--- src/rtl/restoring_divider.sv ---
// Unsigned restoring divider: one quotient bit per clock, MSB first.
// Zero divisor short-circuits straight to DONE with a flagged result.
module restoring_divider #(
    parameter int DW = 8,
    parameter int VW = 4
) (
    input  logic          clk,
    input  logic          rst,
    input  logic          start,
    input  logic [DW-1:0] dividend,
    input  logic [VW-1:0] divisor,
    output logic          busy,
    output logic          done,
    output logic [DW-1:0] quotient,
    output logic [VW-1:0] remainder,
    output logic          div_by_zero
);

    localparam logic [1:0] IDLE = 2'd0;
    localparam logic [1:0] RUN  = 2'd1;
    localparam logic [1:0] DONE = 2'd2;

    localparam int CW = (DW > 1) ? $clog2(DW) : 1;

    logic [1:0]    state;
    logic [CW-1:0] cnt;
    // Dividend bits shift out of the top while quotient bits shift in below.
    logic [DW-1:0] work;
    logic [VW-1:0] dvs;
    logic [VW:0]   prem;

    logic [VW:0]   shifted;
    logic [VW+1:0] trial;
    logic          qbit;
    logic [VW:0]   next_prem;
    logic [DW-1:0] next_work;
    logic          accept;
    logic          last;

    always_comb begin
        shifted   = {prem[VW-1:0], work[DW-1]};
        trial     = {1'b0, shifted} - {2'b00, dvs};
        qbit      = ~trial[VW+1];
        next_prem = qbit ? trial[VW:0] : shifted;
        next_work = {work[DW-2:0], qbit};
        accept    = start && ((state == IDLE) || (state == DONE));
        last      = (cnt == CW'(DW - 1));
    end

    assign busy = (state == RUN);
    assign done = (state == DONE);

    always_ff @(posedge clk or posedge rst) begin
        if (rst) begin
            state       <= IDLE;
            cnt         <= '0;
            work        <= '0;
            dvs         <= '0;
            prem        <= '0;
            quotient    <= '0;
            remainder   <= '0;
            div_by_zero <= 1'b0;
        end else begin
            unique case (state)
                IDLE, DONE: begin
                    if (accept) begin
                        work <= dividend;
                        dvs  <= divisor;
                        prem <= '0;
                        cnt  <= '0;
                        if (divisor == '0) begin
                            state       <= DONE;
                            quotient    <= '1;
                            remainder   <= dividend[VW-1:0];
                            div_by_zero <= 1'b1;
                        end else begin
                            state <= RUN;
                        end
                    end else begin
                        state <= IDLE;
                    end
                end
                RUN: begin
                    work <= next_work;
                    prem <= next_prem;
                    cnt  <= cnt + 1'b1;
                    if (last) begin
                        state       <= DONE;
                        quotient    <= next_work;
                        remainder   <= next_prem[VW-1:0];
                        div_by_zero <= 1'b0;
                    end
                end
                default: state <= IDLE;
            endcase
        end
    end

endmodule
--- config.mk ---
export PLATFORM = sky130hd
export DESIGN_NAME = restoring_divider
export DESIGN_NICKNAME = d
export VERILOG_FILES = /design/src/rtl/restoring_divider.sv
export SDC_FILE = /design/constraint.sdc
export NUM_CORES = 1
export LEC_CHECK = 0
export BUFFER_PORTS_ARGS = -buffer_cell sky130_fd_sc_hd__buf_2
export CAP_MARGIN = 20
export CORE_UTILIZATION = 50
export CTS_BUF_LIST = sky130_fd_sc_hd__clkbuf_8 sky130_fd_sc_hd__clkbuf_16
export DETAILED_ROUTE_END_ITERATION = 7
export PLACE_DENSITY_LB_ADDON = 0.1
export SKIP_LAST_GASP = 1
export SYNTH_ARGS = -nofsm -noshare
export SYNTH_HDL_FRONTEND = slang
export SYNTH_SLANG_ARGS = --single-unit
--- constraint.sdc ---
create_clock -name clk -period 2.1 [get_ports clk]
set_input_delay 0.315 -clock clk [delete_from_list [all_inputs] [get_ports clk]]
set_output_delay 0.315 -clock clk [all_outputs]
set_load 0.02 [all_outputs]
==> out/qor.json, run 1 <==
{
  "holdCritPathClass": "input pin to asynchronous set/reset pin",
  "synthFlopType": "dfrtp_1",
  "finish.utilization": 0.630,
  "post_cts_buffers": 0,
  "cts-buffers-inserted": 5,
  "synth_top_area_frac": 0.519,
  "cellLeakagePower_nw": 0.902,
  "r2r.worst_path.cells": 7,
  "synthesis.area_per_instance_um2": 11.2,
  "finish.net_count": 203,
  "drc_violations_left": 0,
  "share_of_post_route_cells_with_drive_strength_above_1": 0.308,
  "outcome": "complete, no violations",
  "gpl.final_weighted_congestion": 0.954,
  "io_pins": 30,
  "floorplan.rows": 20,
  "worst-slew-pin-transition_ps": 466,
  "cts-hold-fix-buffers": 0,
  "die-width_um": 59.3,
  "final-hold-violation-count": 0,
  "seq_area_frac_synth": 0.519,
  "layout.filler_cells": 283,
  "ys_async_sr_fraction": 1.00,
  "setup.worst_path.start_class": "flip-flop",
  "syn-cell-area_mm2": 0.00164,
  "final_area_mm2": 0.00194,
  "finalMaxSlewViolations": 0,
  "maximum_level_of_the_cts_h_tree": 2,
  "yosysMostFrequentCell": "dfrtp_1",
  "fmax_mhz": 539,
  "worstSetupEndpointType": "flip-flop",
  "setup_repair_after_global_routing_missed_its_margin": "no",
  "yosys-top-cells-area": "dfrtp_1, o22a_1, nand2_1, ha_1, mux2i_1",
  "antennaDiodeCount": 0,
  "grt_antenna_before_repair": 0,
  "grt_overflow": 0,
  "insertion_delay_ps": 290,
  "fin_setup_tns_ps": 0,
  "dr.first_iter.drc_count": 48,
  "detailedRoute.firstPassIterationCount": 4,
  "io_buffer_count": 29,
  "first_global_vias": 1164,
  "grt_first_pass_wirelength_um": 5440,
  "drt-wirelength-per-cell_um": 14.9,
  "synth.top_cells.by_count": "dfrtp_1, nand2_1, o21ai_0, o22a_1",
  "place_hpwl_um": 2450,
  "crit_required_ps": 2320,
  "setup.worst_path.class": "flip-flop to flip-flop",
  "synth.distinct_cells": 35,
  "cts.root.buffer_cell": "clkbuf_8",
  "synth.ff_latch_count": 34,
  "finalSetupViolations": 0,
  "cts_tree": "done",
  "count_of_antenna_violating_nets_left_after_detailed_routing": 0,
  "timing.final.crit_share": 0.884,
  "worst_setup_hold_path_clk_slew_ps": 80,
  "synth_edf_count": 0,
  "die_area_mm2": 0.00351,
  "syn_to_final_growth_pct": 18.2,
  "clock_sink_count": 34,
  "initial_core_util": 0.533,
  "worstPathArrival_ps": 2080,
  "cp_max_fo": 3,
  "post_synth_inst_count": 146,
  "max_cap_viol_count": 0,
  "synth.largest_area_cell": "dfrtp_1",
  "syn_nets": 168,
  "post_drt_via_cell_ratio": 5.34,
  "cts.path.max_buffers": 2,
  "worst_clock_skew_ps": 11.3,
  "r2r_setup_slack_ps": 240,
  "die-height_um": 59.3,
  "core-area_mm2": 0.00308,
  "warnings_from_yosys": 0,
  "rr_endpoint": "remainder[2]$_DFFE_PP0P_",
  "maximum_number_of_pins_on_one_net_before_global_route_repair": 35,
  "post_cts_resize_count": 0,
  "grt_use_total": 0.216,
  "min_period_ps": 1860,
  "worst_slew_margin_relative_to_its_limit": 0.688,
  "dpl-instance-area_mm2": 0.00183,
  "power.density_cell_area_mw_per_mm2": 1830,
  "worst_r2r_startpoint": "work[7]$_DFFE_PP0P_",
  "num_vias": 1207,
  "irDropWorstVdd_mv": 0.736,
  "finalWirelength_um": 3370
}
## final cells by class
type                    count  area [µm²]  area share
clock buffers               5        68.8      0.0355
clock inverters             3        40.0      0.0206
inverters                   8        32.5      0.0168
multi-input cells          98         709       0.366
flip-flops and latches     34         851       0.439
well taps                  44        55.1      0.0284
repair buffers             34         183      0.0942
## cells in the final DEF (no fill, tap or decap), types with 5 or more instances in the layout
cell type	instances
dfrtp_1	34
buf_2	29
nand2_1	24
o21ai_0	13
o22a_1	11
inv_1	7
mux2i_1	7
ha_1	6
nor2_1	5
clkbuf_8	5
buf_4	5
## worst max-delay path by stage
stage,from,end,slack (ps),cells past startpoint
after CTS,work[7]$_DFFE_PP0P_,remainder[2]$_DFFE_PP0P_,230,7
after detailed placement,work[7]$_DFFE_PP0P_,remainder[2]$_DFFE_PP0P_,250,7
after global routing,work[7]$_DFFE_PP0P_,remainder[2]$_DFFE_PP0P_,110,7
after global placement,work[7]$_DFFE_PP0P_,remainder[2]$_DFFE_PP0P_,280,7
final,work[7]$_DFFE_PP0P_,remainder[2]$_DFFE_PP0P_,240,7
after floorplan,work[7]$_DFFE_PP0P_,remainder[2]$_DFFE_PP0P_,460,7
## cell families after synthesis
kind of cell / Yosys count / share of synthesized area
xor+xnor: 1 / 0.00534
compound gates: 40 / 0.183
simple gates: 42 / 0.137
mux: 8 / 0.0496
buf+inv: 14 / 0.0488
fa+ha+maj: 7 / 0.0580
flops: 34 / 0.519
## state kept, by name (all words and copies together) (netlist names)
| register | count |
|---|---|
| prem | 4 |
| dvs | 4 |
| state | 2 |
| quotient | 8 |
| work | 8 |
| div_by_zero | 1 |
| remainder | 4 |
| cnt | 3 |
## routing by layer
metal	vias to the layer above	track usage	routed length (µm)
met5	-	0	0
met4	0	0.0918	57
met3	6	0.0590	131
met2	28	0.334	1590
met1	589	0.285	1580
li1	584	-	-
## power breakdown
group	internal (mW)	leakage [nW]	total [mW]	switching (mW)
Sequential	0.983	0.403	1.18	0.196
Combinational	0.781	0.441	1.78	0.996
Clock	0.349	0.0579	0.589	0.240
Total	2.11	0.902	3.55	1.43
## worst max-delay path, stage by stage (launching register included)
cell and delay (ps):
dfrtp_1 360, inv_1 100, ha_1 220, inv_1 70
fa_1 390, xnor2_1 160, a211oi_2 290, o22a_1 190
## per-stage QoR
stage               total power, mW  cells  hold slack [ps]  setup WS, ps
finish                         3.55    226             97.7           243
detailed placement             2.98    218              432           245
floorplan                      2.54    146              432           462
CTS                            3.57    226              117           235
global placement               2.92    218              428           285
global route                   3.81    226              158           108
No activity file was read; power rests on OpenSTA's default activity.
==> inputs of run 2 (changes only) <==
==> constraint.sdc (replaced) <==
create_clock -name clk -period 2.1 [get_ports clk]
set_input_delay 0.315 -clock clk [delete_from_list [all_inputs] [get_ports clk]]
set_output_delay 0.315 -clock clk [all_outputs]
set_load 0.005 [all_outputs]
==> run 2 against run 1 <==
Against the previous run: power shrank 7.6%; global-route usage rose by 0.38 points; critical endpoint unchanged; largest power group unchanged; flip-flop and latch count did not move; critical path depth unchanged.
==> out/qor.json, run 2 (synthesized netlist as in run 1, its figures left out) <==
{
  "outcome": "complete, no violations",
  "first_global_vias": 1174,
  "setup.worst_path.class": "flip-flop to flip-flop",
  "cts-buffers-inserted": 5,
  "maximum_level_of_the_cts_h_tree": 2,
  "syn_to_final_growth_pct": 16.7,
  "post_drt_via_cell_ratio": 5.21,
  "cts_tree": "done",
  "die-width_um": 59.3,
  "share_of_post_route_cells_with_drive_strength_above_1": 0.298,
  "worstSetupEndpointType": "flip-flop",
  "finalMaxSlewViolations": 0,
  "grt_antenna_before_repair": 0,
  "layout_commonest_cell": "dfrtp_1",
  "fmax_mhz": 529,
  "final-hold-violation-count": 0,
  "grt_first_pass_wirelength_um": 5460,
  "worstPathArrival_ps": 2120,
  "cts-hold-fix-buffers": 0,
  "die_area_mm2": 0.00351,
  "irDropWorstVdd_mv": 0.775,
  "preCtsSetupSlack_ps": 227,
  "gpl.final_weighted_congestion": 0.952,
  "reg_top3": "quotient x8, work x8",
  "insertion_delay_ps": 290,
  "fin_setup_tns_ps": 0,
  "setup_repair_after_global_routing_missed_its_margin": "no",
  "place_hpwl_um": 2400,
  "timing.final.crit_share": 0.900,
  "min_period_ps": 1890,
  "worst_hold_margin_ps": 106,
  "dr.first_iter.drc_count": 36,
  "core-area_mm2": 0.00308,
  "drt-wirelength-per-cell_um": 14.6,
  "finish.utilization": 0.622,
  "sequential_fraction_of_design_power": 0.358,
  "holdCritPathClass": "input pin to asynchronous set/reset pin",
  "floorplan.rows": 20,
  "post-route-worst-setup-slack_ps": 210,
  "worst-slew-pin-transition_ps": 528,
  "worst_setup_hold_path_clk_slew_ps": 70,
  "post_cts_buffers": 0,
  "grt_use_total": 0.220,
  "cts.path.max_buffers": 2,
  "finalWirelength_um": 3290,
  "grt_overflow": 0,
  "power.combinational.fraction": 0.492,
  "num_vias": 1173,
  "maximum_number_of_pins_on_one_net_before_global_route_repair": 35,
  "intPower_mw": 2.01,
  "die-height_um": 59.3,
  "power.switching_mw": 1.27,
  "worst_slew_margin_relative_to_its_limit": 0.647,
  "r2r_setup_slack_ps": 210,
  "max_cap_viol_count": 0,
  "crit_required_ps": 2330,
  "clock_power_share": 0.151,
  "setup.worst_path.start_class": "flip-flop",
  "count_of_antenna_violating_nets_left_after_detailed_routing": 0,
  "initial_core_util": 0.533,
  "detailedRoute.firstPassIterationCount": 4,
  "power_switching_share": 0.388,
  "clock_sink_count": 34,
  "antennaDiodeCount": 0,
  "worst_clock_skew_ps": 6.24,
  "cp_max_fo": 3,
  "finalSetupViolations": 0,
  "io_pins": 30,
  "drc_violations_left": 0,
  "power.density_cell_area_mw_per_mm2": 1710,
  "cellLeakagePower_nw": 0.892,
  "layout.filler_cells": 278,
  "finish.net_count": 202,
  "post_cts_resize_count": 0,
  "leading_cell_types_in_the_layout_fill_and_taps_excluded": "dfrtp_1, buf_2, nand2_1",
  "cts.root.buffer_cell": "clkbuf_8",
  "io_buffer_count": 29
}
[run 2: changes by cell type in the layout (fill, tap and decap cells not counted), sizes merged]
cell	change
clkinv	-1
clkbuf	+1
bufinv	-1
inv	+1
buf	-1
[run 2: cell type report]
class                      instances  area [µm²]  area share
clock buffer                       6        82.6      0.0431
clock inverter                     2        8.76     0.00458
inverter                           8        32.5      0.0170
multi-input combinational         98         709       0.371
sequential                        34         851       0.444
tap                               44        55.1      0.0288
timing repair buffer              33         175      0.0915
[run 2: power groups by stage]
stage	Sequential [mW]	Combinational (mW)	Clock, mW
finish	1.17	1.61	0.494
global route	1.22	1.80	0.530
CTS	1.17	1.62	0.502
global placement	1.17	1.57	0
floorplan	1.16	1.22	0
detailed placement	1.19	1.61	0
[run 2: per-stage QoR]
| step | total power, mW | area (µm²) | cells |
|---|---|---|---|
| 2_1_floorplan | 2.38 | 1640 | 146 |
| 3_3_place_gp | 2.74 | 1820 | 217 |
| 6_report | 3.28 | 1910 | 225 |
| 5_1_grt | 3.54 | 1910 | 225 |
| 4_1_cts | 3.30 | 1910 | 225 |
| 3_5_place_dp | 2.80 | 1820 | 217 |
[run 2: worst max-delay path, stage by stage (launching register included)]
cell	delay, ps
dfrtp_1	360
inv_1	100
ha_1	230
inv_1	70
fa_1	370
xnor2_1	150
a211oi_2	340
o22a_1	190
[run 2: layer usage]
metal,wire [µm],part of all wire,GRT usage,vias to the layer above
li1,-,-,-,581
met1,1550,0.47,0.284,549
met2,1460,0.44,0.334,36
met3,199,0.061,0.0742,7
met4,77,0.023,0.0986,0
met5,0,0,0,-
[run 2: final timing paths]
check / end / start / cells past startpoint
worst max-delay path: remainder[2]$_DFFE_PP0P_ / work[7]$_DFFE_PP0P_ / 7
worst min register to register: quotient[2]$_DFFE_PP0P_ / quotient[2]$_DFFE_PP0P_ / 1
min in group clk: dvs[3]$_DFFE_PP0P_ / divisor[3] / 3
worst max register to register: remainder[2]$_DFFE_PP0P_ / work[7]$_DFFE_PP0P_ / 7
max in group asynchronous: prem[3]$_DFFE_PP0P_ / rst / 3
worst min-delay path: work[1]$_DFFE_PP0P_ / rst / 3
==> inputs of run 3 (changes only) <==
--- a/config.mk
+++ b/config.mk
@@ -10,8 +10,10 @@
 export CORE_UTILIZATION = 50
 export CTS_BUF_LIST = sky130_fd_sc_hd__clkbuf_8 sky130_fd_sc_hd__clkbuf_16
 export DETAILED_ROUTE_END_ITERATION = 7
+export MAX_ROUTING_LAYER = met4
 export PLACE_DENSITY_LB_ADDON = 0.1
 export SKIP_LAST_GASP = 1
 export SYNTH_ARGS = -nofsm -noshare
 export SYNTH_HDL_FRONTEND = slang
 export SYNTH_SLANG_ARGS = --single-unit
+export TNS_END_PERCENT = 1
==> constraint.sdc (replaced) <==
create_clock -name clk -period 2.1 [get_ports clk]
set_input_delay 0.105 -clock clk [delete_from_list [all_inputs] [get_ports clk]]
set_output_delay 0.105 -clock clk [all_outputs]
set_load 0.005 [all_outputs]
==> run 3 against run 2 <==
Against the previous run: routed wire length about the same; clock power about the same; clock-buffer cell count unchanged; largest power group unchanged; first-iteration DRC count down 5.6%; largest cell class unchanged; cell count up 0.44%; clock skew about the same; worst hold slack worse by 44 ps; register-to-register slack about the same.
==> out/qor.json, run 3 (synthesized netlist as in run 1, its figures left out) <==
{
  "num_vias": 1173,
  "route.layer.met1.wl_um": 1580,
  "drt-wirelength-per-cell_um": 14.5,
  "cts_tree": "done",
  "multi_input_comb_area_um2": 709,
  "die-height_um": 59.3,
  "hold_path_cell_cnt": 3,
  "syn_to_final_growth_pct": 17.3,
  "cts.path.max_buffers": 2,
  "finalMaxSlewViolations": 0,
  "post_drt_via_cell_ratio": 5.19,
  "hp-start": "divisor[3]",
  "final_area_mm2": 0.00192,
  "worst_slew_margin_relative_to_its_limit": 0.647,
  "worstPathArrival_ps": 2120,
  "layoutNonFillerInstCount": 226,
  "routed.top_layer": "met4",
  "crit_required_ps": 2330,
  "post_cts_resize_count": 0,
  "power.density_cell_area_mw_per_mm2": 1700,
  "io_buffer_count": 29,
  "dr.first_iter.drc_count": 34,
  "place_hpwl_um": 2400,
  "finalSetupViolations": 0,
  "core-area_mm2": 0.00308,
  "floorplan.rows": 20,
  "antennaDiodeCount": 0,
  "worst-slew-pin-transition_ps": 528,
  "finish.net_count": 203,
  "gpl.final_weighted_congestion": 0.969,
  "power.total_mw": 3.28,
  "worst_setup_hold_path_clk_slew_ps": 70,
  "fmax_mhz": 529,
  "die-width_um": 59.3,
  "fin_setup_tns_ps": 0,
  "max_cap_viol_count": 0,
  "rr_endpoint": "remainder[2]$_DFFE_PP0P_",
  "initial_core_util": 0.533,
  "grt_antenna_before_repair": 0,
  "drc_violations_left": 0,
  "leading_cell_types_in_the_layout_fill_and_taps_excluded": "dfrtp_1, buf_2, nand2_1",
  "cts-buffers-inserted": 5,
  "share_of_post_route_cells_with_drive_strength_above_1": 0.297,
  "io_pins": 30,
  "first_global_vias": 1175,
  "holdCritPathClass": "input pin to flip-flop",
  "met3_length_um": 174,
  "maximum_number_of_pins_on_one_net_before_global_route_repair": 35,
  "worstSetupEndpointType": "flip-flop",
  "r2r_setup_slack_ps": 210,
  "finalWirelength_um": 3290,
  "die_area_mm2": 0.00351,
  "irDropWorstVdd_mv": 0.775,
  "grt_first_pass_wirelength_um": 5460,
  "outcome": "complete, no violations",
  "timing.final.crit_share": 0.901,
  "reg_top3": "quotient x8, work x8",
  "detailedRoute.firstPassIterationCount": 4,
  "seq_area_um2": 851,
  "dpl-instance-area_mm2": 0.00182,
  "layout_commonest_cell": "dfrtp_1",
  "grt_use_total": 0.226,
  "timing.hold.worst_endpoint": "dvs[3]$_DFFE_PP0P_",
  "worst_clock_skew_ps": 6.24,
  "dp_cells": 217,
  "cp_max_fo": 3,
  "final-hold-violation-count": 0,
  "worst_r2r_startpoint": "work[7]$_DFFE_PP0P_",
  "cts.root.buffer_cell": "clkbuf_8",
  "grt_overflow": 0,
  "setup.worst_path.start_class": "flip-flop",
  "r2r.worst_path.cells": 7,
  "maximum_level_of_the_cts_h_tree": 2,
  "insertion_delay_ps": 290,
  "setup_repair_after_global_routing_missed_its_margin": "no",
  "setup.worst_path.class": "flip-flop to flip-flop",
  "layout.filler_cells": 277,
  "count_of_antenna_violating_nets_left_after_detailed_routing": 0,
  "min_period_ps": 1890,
  "cellLeakagePower_nw": 0.896,
  "wl_met2_um": 1450,
  "clock_sink_count": 34
}
-- run 3: changes by cell type in the layout (fill, tap and decap cells not counted) --
cell           before  now
dlygate4sd3_1       0    1
-- run 3: critical path, stage by stage (launching register included) --
cell and delay [ps]:
dfrtp_1 360, inv_1 100, ha_1 230, inv_1 70
fa_1 370, xnor2_1 150, a211oi_2 350, o22a_1 200
-- run 3: layer usage --
metal | global-route usage | vias to the layer above
met4 | 0.0986 | 0
met1 | 0.284 | 551
met5 | - | -
met2 | 0.334 | 31
met3 | 0.0742 | 7
li1 | - | 584
-- run 3: worst max-delay path by stage --
| stage | from | end | slack, ps | cells past startpoint |
|---|---|---|---|---|
| after floorplan | work[7]$_DFFE_PP0P_ | remainder[2]$_DFFE_PP0P_ | 460 | 7 |
| after global placement | work[7]$_DFFE_PP0P_ | remainder[2]$_DFFE_PP0P_ | 280 | 7 |
| after detailed placement | work[7]$_DFFE_PP0P_ | remainder[2]$_DFFE_PP0P_ | 230 | 7 |
| after CTS | work[7]$_DFFE_PP0P_ | remainder[2]$_DFFE_PP0P_ | 220 | 7 |
| after global routing | work[7]$_DFFE_PP0P_ | remainder[2]$_DFFE_PP0P_ | 110 | 7 |
| final | work[7]$_DFFE_PP0P_ | remainder[2]$_DFFE_PP0P_ | 210 | 7 |
-- run 3: where the power goes --
group          internal (mW)  switching [mW]
Sequential             0.983           0.189
Clock                  0.259           0.234
Combinational          0.764           0.849
-- run 3: cell type report --
| cell class | instances | area share |
|---|---|---|
| clock buffer | 6 | 0.0429 |
| inverter | 8 | 0.0169 |
| tap | 44 | 0.0286 |
| sequential | 34 | 0.442 |
| clock inverter | 2 | 0.00455 |
| timing repair buffer | 34 | 0.0962 |
| multi-input combinational | 98 | 0.369 |
-- run 3: repair_timing --
item | CTS | global route
hold endpoints to repair | 34 | 0
hold buffers | 1 | 0
setup buffers | 0 | 0
endpoints found under the setup margin | 0 | 0
-- run 3: through the flow --
| step | utilization | worst slack (ps) | hold WS [ps] |
|---|---|---|---|
| after global routing | 0.625 | 106 | 69.9 |
| after CTS | 0.625 | 222 | 64.9 |
| final | 0.625 | 209 | 61.4 |
| after detailed placement | 0.592 | 227 | 225 |
| after global placement | 0.592 | 280 | 221 |
| after floorplan | - | 462 | 222 |
